<file path="src/rtl/dm_access_ctrl.sv">
// CPU-to-data-memory access controller: latches one load/store, drives registered memory strobes, returns a response pulse.
// `define DM_MISALIGN_SPLIT_EN to split misaligned half/word accesses into byte accesses instead of rejecting them.
module dm_access_ctrl #(
    parameter int unsigned ADDR_W = 7
) (
    input  logic              clk,
    input  logic              rst,
    input  logic              req_valid,
    output logic              req_ready,
    input  logic              req_we,
    input  logic [1:0]        req_size,
    input  logic              req_unsign,
    input  logic [ADDR_W-1:0] req_addr,
    input  logic [31:0]       req_wdata,
    output logic              resp_valid,
    output logic [31:0]       resp_rdata,
    output logic              resp_err,
    output logic              DMRd,
    output logic              DMWr,
    output logic              half,
    output logic              o_byte,   // byte strobe; "byte" is a reserved word
    output logic              unsign,
    output logic [ADDR_W-1:0] Daddr,
    output logic [31:0]       DataIn,
    input  logic [31:0]       DataOut
);

    typedef enum logic [1:0] {IDLE, ACCESS, SPLIT, RESP} state_t;

    state_t            r_state;
    logic              r_we;
    logic [1:0]        r_size;
    logic              r_unsign;
    logic [ADDR_W-1:0] r_addr;
    logic [31:0]       r_wdata;
    logic [1:0]        r_idx;
    logic [31:0]       r_split;

    logic              w_reserved;
    logic              w_misalign;
    logic              w_split_last;
    logic [1:0]        w_idx_next;
    logic [ADDR_W-1:0] w_split_addr;
    logic [7:0]        w_split_wbyte;
    logic [31:0]       w_split_data;
    logic [31:0]       w_split_ext;

    // Request classification and byte-split datapath
    always_comb begin
        w_reserved    = (req_size == 2'b11);
        w_misalign    = ((req_size == 2'b01) && req_addr[0]) ||
                        ((req_size == 2'b10) && (req_addr[1:0] != 2'b00));
        w_idx_next    = r_idx + 2'd1;
        w_split_addr  = r_addr + ADDR_W'(w_idx_next);
        w_split_wbyte = 8'(r_wdata >> {w_idx_next, 3'b000});
        w_split_data  = r_split | (32'(DataOut[7:0]) << {r_idx, 3'b000});
        w_split_last  = (r_size == 2'b01) ? (r_idx == 2'd1) : (r_idx == 2'd3);
        if (r_size == 2'b01) begin
            w_split_ext = r_unsign ? {16'h0000, w_split_data[15:0]}
                                   : {{16{w_split_data[15]}}, w_split_data[15:0]};
        end else begin
            w_split_ext = w_split_data;
        end
    end

    always_ff @(posedge clk) begin
        if (rst) begin
            r_state    <= IDLE;
            req_ready  <= 1'b1;
            resp_valid <= 1'b0;
            resp_rdata <= 32'h0;
            resp_err   <= 1'b0;
            DMRd       <= 1'b0;
            DMWr       <= 1'b0;
            half       <= 1'b0;
            o_byte     <= 1'b0;
            unsign     <= 1'b0;
            Daddr      <= '0;
            DataIn     <= 32'h0;
            r_we       <= 1'b0;
            r_size     <= 2'b00;
            r_unsign   <= 1'b0;
            r_addr     <= '0;
            r_wdata    <= 32'h0;
            r_idx      <= 2'd0;
            r_split    <= 32'h0;
        end else begin
            // Memory strobes and the response pulse are single-cycle unless re-asserted below
            resp_valid <= 1'b0;
            DMRd       <= 1'b0;
            DMWr       <= 1'b0;
            half       <= 1'b0;
            o_byte     <= 1'b0;
            unsign     <= 1'b0;
            Daddr      <= '0;
            DataIn     <= 32'h0;
            case (r_state)
                IDLE: begin
                    if (req_valid) begin
                        r_we      <= req_we;
                        r_size    <= req_size;
                        r_unsign  <= req_unsign;
                        r_addr    <= req_addr;
                        r_wdata   <= req_wdata;
                        r_idx     <= 2'd0;
                        r_split   <= 32'h0;
                        req_ready <= 1'b0;
                        if (w_reserved) begin
                            r_state    <= RESP;
                            resp_valid <= 1'b1;
                            resp_err   <= 1'b1;
                            resp_rdata <= 32'h0;
                        end else if (w_misalign) begin
`ifdef DM_MISALIGN_SPLIT_EN
                            r_state <= SPLIT;
                            DMRd    <= ~req_we;
                            DMWr    <= req_we;
                            o_byte  <= 1'b1;
                            unsign  <= 1'b1;
                            Daddr   <= req_addr;
                            DataIn  <= {24'h0, req_wdata[7:0]};
`else
                            r_state    <= RESP;
                            resp_valid <= 1'b1;
                            resp_err   <= 1'b1;
                            resp_rdata <= 32'h0;
`endif
                        end else begin
                            r_state <= ACCESS;
                            DMRd    <= ~req_we;
                            DMWr    <= req_we;
                            half    <= (req_size == 2'b01);
                            o_byte  <= (req_size == 2'b00);
                            unsign  <= req_unsign;
                            Daddr   <= req_addr;
                            DataIn  <= req_wdata;
                        end
                    end
                end
                ACCESS: begin
                    r_state    <= RESP;
                    resp_valid <= 1'b1;
                    resp_err   <= 1'b0;
                    resp_rdata <= r_we ? 32'h0 : DataOut;
                end
                SPLIT: begin
                    if (w_split_last) begin
                        r_state    <= RESP;
                        resp_valid <= 1'b1;
                        resp_err   <= 1'b0;
                        resp_rdata <= r_we ? 32'h0 : w_split_ext;
                    end else begin
                        r_idx   <= w_idx_next;
                        r_split <= w_split_data;
                        DMRd    <= ~r_we;
                        DMWr    <= r_we;
                        o_byte  <= 1'b1;
                        unsign  <= 1'b1;
                        Daddr   <= w_split_addr;
                        DataIn  <= {24'h0, w_split_wbyte};
                    end
                end
                RESP: begin
                    r_state   <= IDLE;
                    req_ready <= 1'b1;
                end
                default: begin
                    r_state   <= IDLE;
                    req_ready <= 1'b1;
                end
            endcase
        end
    end

endmodule

</file>
<file path="config.mk">
export PLATFORM = sky130hd
export DESIGN_NAME = dm_access_ctrl
export DESIGN_NICKNAME = d
export VERILOG_FILES = /design/src/rtl/dm_access_ctrl.sv
export SDC_FILE = /design/constraint.sdc
export NUM_CORES = 1
export LEC_CHECK = 0
export CAP_MARGIN = 20
export CORE_MARGIN = 2
export CORE_UTILIZATION = 35
export CTS_CLUSTER_DIAMETER = 50
export DETAILED_ROUTE_END_ITERATION = 12
export PLACE_DENSITY_LB_ADDON = 0.15
export SYNTH_ARGS = -nofsm -noshare
export SYNTH_HDL_FRONTEND = slang
export SYNTH_SLANG_ARGS = --single-unit
</file>
<file path="constraint.sdc">
create_clock -name clk -period 5.3 [get_ports clk]
set_input_delay 0.795 -clock clk [delete_from_list [all_inputs] [get_ports clk]]
set_output_delay 0.795 -clock clk [all_outputs]
set_load 0.005 [all_outputs]
</file>
==> metrics.txt <==
initial core utilization 0.360; most frequent cells after synthesis dfxtp_1, nand2_1, a21oi_1; Die ar. 0.0182 mm²; syn_area_per_cell 8.89 µm²; floorplan core area 0.0167 mm²; clk slew on worst S/H paths 60 ps; maximum VDD drop 258 µV; Synth area leaders dfxtp_1, a21oi_1, nand2_1; internal power 2.39 mW; slowest CP cell and4b_1; Power Total 3.51 mW; routed wire length 17000 µm; Comb pwr share 0.267; residual DRC count 0; Yosys top cell area share 0.526; drt pass-1 iters 5; Area Overhead vs Synth 37.0%; Power Density 427 mW/mm²; syn_nets 763; # IOs 157; Static Leak 2.93 nW; root buf cell clkbuf_16; vias in the first global route 5260; worst reg-to-reg path cell count 7; Nets 890; multiplexer share of the synthesized area 0.0317; Post-synth EDFFs 0; critical path fanouts, max 23; largest family of logic cells by synthesized area compound AO/OA/AOI/OAI gates; vias per inst 5.11; top-count cell post-synth dfxtp_1; Seq/Total Area, Yosys 0.526; Setup TNS Final 0 ps; IO Port Bufs 156; Vias 5295; Seq. cell area 0.00316 mm²; CP most frequent cell inv_1; Netlist cell types 46; sw power 1.13 mW; status finished clean; gr busiest metal met2; Remaining Overflow, GRT 0; htree depth 4; area of the multi-input gates 0.00256 mm²; Clock power frac 0.331; clk buf depth 2; Clock Sinks 158; first-pass GRT wire length 27600 µm; Worst Path Required 5650 ps; pre-CTS setup slack 2000 ps; met1 Use GR 0.255; sw frac 0.320; Worst Tran Pin Value 1020 ps; GR Util met2 0.321; asr flop ratio synth 0; final instance area 0.00823 mm²; critical path type reg -> reg; Max Slew Vio Count 0; Worst setup EP type register; Avg WL per Cell 16.4 µm; std cell rows 47; crit path cell chain inv_1, ha_1, inv_1, o21ai_1, a221oi_4, and4b_1, a22o_1; DRT iter0 DRCs 369; Layout Utilization 0.493; CTS Hold Buffers Added 0; CTS tree yes; placed wire-length estimate 11900 µm; Hold Path Class reg -> reg; Detail Route Antenna Nets 0; fin crit share 0.586; Mapped Cells 676; Post-CTS Resized 0; Worst Path Arrival 3460 ps; post-synthesis compound-gate area fraction 0.218; Synth Area in Adders 0.0200; placed instance area 0.00767 mm²; pin count of the biggest net entering global routing 56; endpoints failing hold 0; setup ws final 2190 ps; Synth area leader dfxtp_1; unrepaired setup endpoints after global routing no; Slew headroom 0.318; fillers 1619; max cap viols 0; Setup Viol. Count Final 0; post-layout min period 3110 ps; met3 Resource Use GR 0.0462; largest stage delay on the critical path 810 ps; Critical Path Start Type register; total CTS buffers 17; postcts setup bufs 0; Top FF cell, synth dfxtp_1; die width 135 µm; Worst Hold Path Cells 2; Antenna Cells 0; antenna violations before repair 0; chip height 135 µm; mapped cell area 0.00601 mm²; RePlAce Congestion 0.811; synth warn 0; Flop pwr share 0.402; Post-Synth Simple-Gate Area 0.146; global-route usage over all layers 0.194; worst skew pair latency 420 ps; layout cells sized above 1 0.0600; number of synthesized register bits 158; Final Skew 9.63 ps; Peak Freq 322 MHz; XOR/XNOR share of the synthesized area 0.0102
[power by group through the flow]
stage | combinational (mW) | sequential (mW) | clock (mW)
global placement | 0.927 | 1.43 | 0
finish | 0.938 | 1.41 | 1.16
detailed placement | 0.941 | 1.44 | 0
global route | 1.05 | 1.43 | 1.25
CTS | 0.946 | 1.41 | 1.19
floorplan | 0.609 | 1.41 | 0
[per-stage QoR]
stage,hold WS [ps],std cells
CTS,456,1036
floorplan,432,676
detailed placement,447,1004
finish,454,1036
global route,467,1036
global placement,440,1004
[layer usage]
| layer | up-vias | share of wire |
|---|---|---|
| li1 | 2593 | - |
| met1 | 2551 | 0.46 |
| met2 | 142 | 0.49 |
| met3 | 9 | 0.045 |
| met4 | 0 | 0.0063 |
| met5 | - | 0 |
[critical path: cells and delay by family (launching register included)]
kind / cells / cell delay, ps
AND/OR/NAND/NOR: 1 / 810
AO/OA/AOI/OAI: 3 / 750
buffers and inverters: 2 / 610
adder cells (fa/ha/maj): 1 / 450
flip-flops: 1 / 410
[final timing paths]
| check | startpoint | end | slack [ps] |
|---|---|---|---|
| worst min register to register | r_wdata[19]$_SDFFE_PP0P_ | r_wdata[19]$_SDFFE_PP0P_ | 450 |
| worst min-delay path | r_wdata[19]$_SDFFE_PP0P_ | r_wdata[19]$_SDFFE_PP0P_ | 450 |
| worst max-delay path | r_state[0]$_SDFFE_PP0P_ | resp_rdata[14]$_SDFFE_PP0P_ | 2190 |
| worst max register to register | r_state[0]$_SDFFE_PP0P_ | resp_rdata[14]$_SDFFE_PP0P_ | 2190 |
[placed cells by master, fill, tap and decap left out, types with 16 or more instances in the layout]
cell type	synthesis	final
nor2_1	74	74
a211oi_1	16	16
inv_1	17	17
a21oi_1	90	89
nand2_1	116	116
clkbuf_16	0	17
a22o_1	23	23
dfxtp_1	158	158
clkdlybuf4s50_1	0	155
o21ai_0	28	28
[cell type report]
cell class | instances | area share
Sequential cell | 158 | 0.384
Multi-Input combinational cell | 447 | 0.311
Timing Repair Buffer | 162 | 0.195
Clock buffer | 24 | 0.0585
Tap cell | 220 | 0.0334
Clock inverter | 8 | 0.0100
Inverter | 17 | 0.00775
[registers in the layout, summed over array words and instances, names as in the netlist, 2 cells and up]
name        flops
r_idx           2
Daddr           7
r_split        32
r_size          2
DataIn         32
resp_rdata     32
r_state         2
r_addr          7
r_wdata        32
[logic make-up (layout without fill, tap and decap cells)]
group / count (synthesis) / count (layout)
buffers and inverters: 71 / 211
adder cells (fa/ha/maj): 9 / 9
AO/OA/AOI/OAI: 206 / 206
multiplexers: 9 / 9
XOR/XNOR: 7 / 7
flip-flops: 158 / 158
AND/OR/NAND/NOR: 216 / 216
No activity file was read; power rests on OpenSTA's default activity.
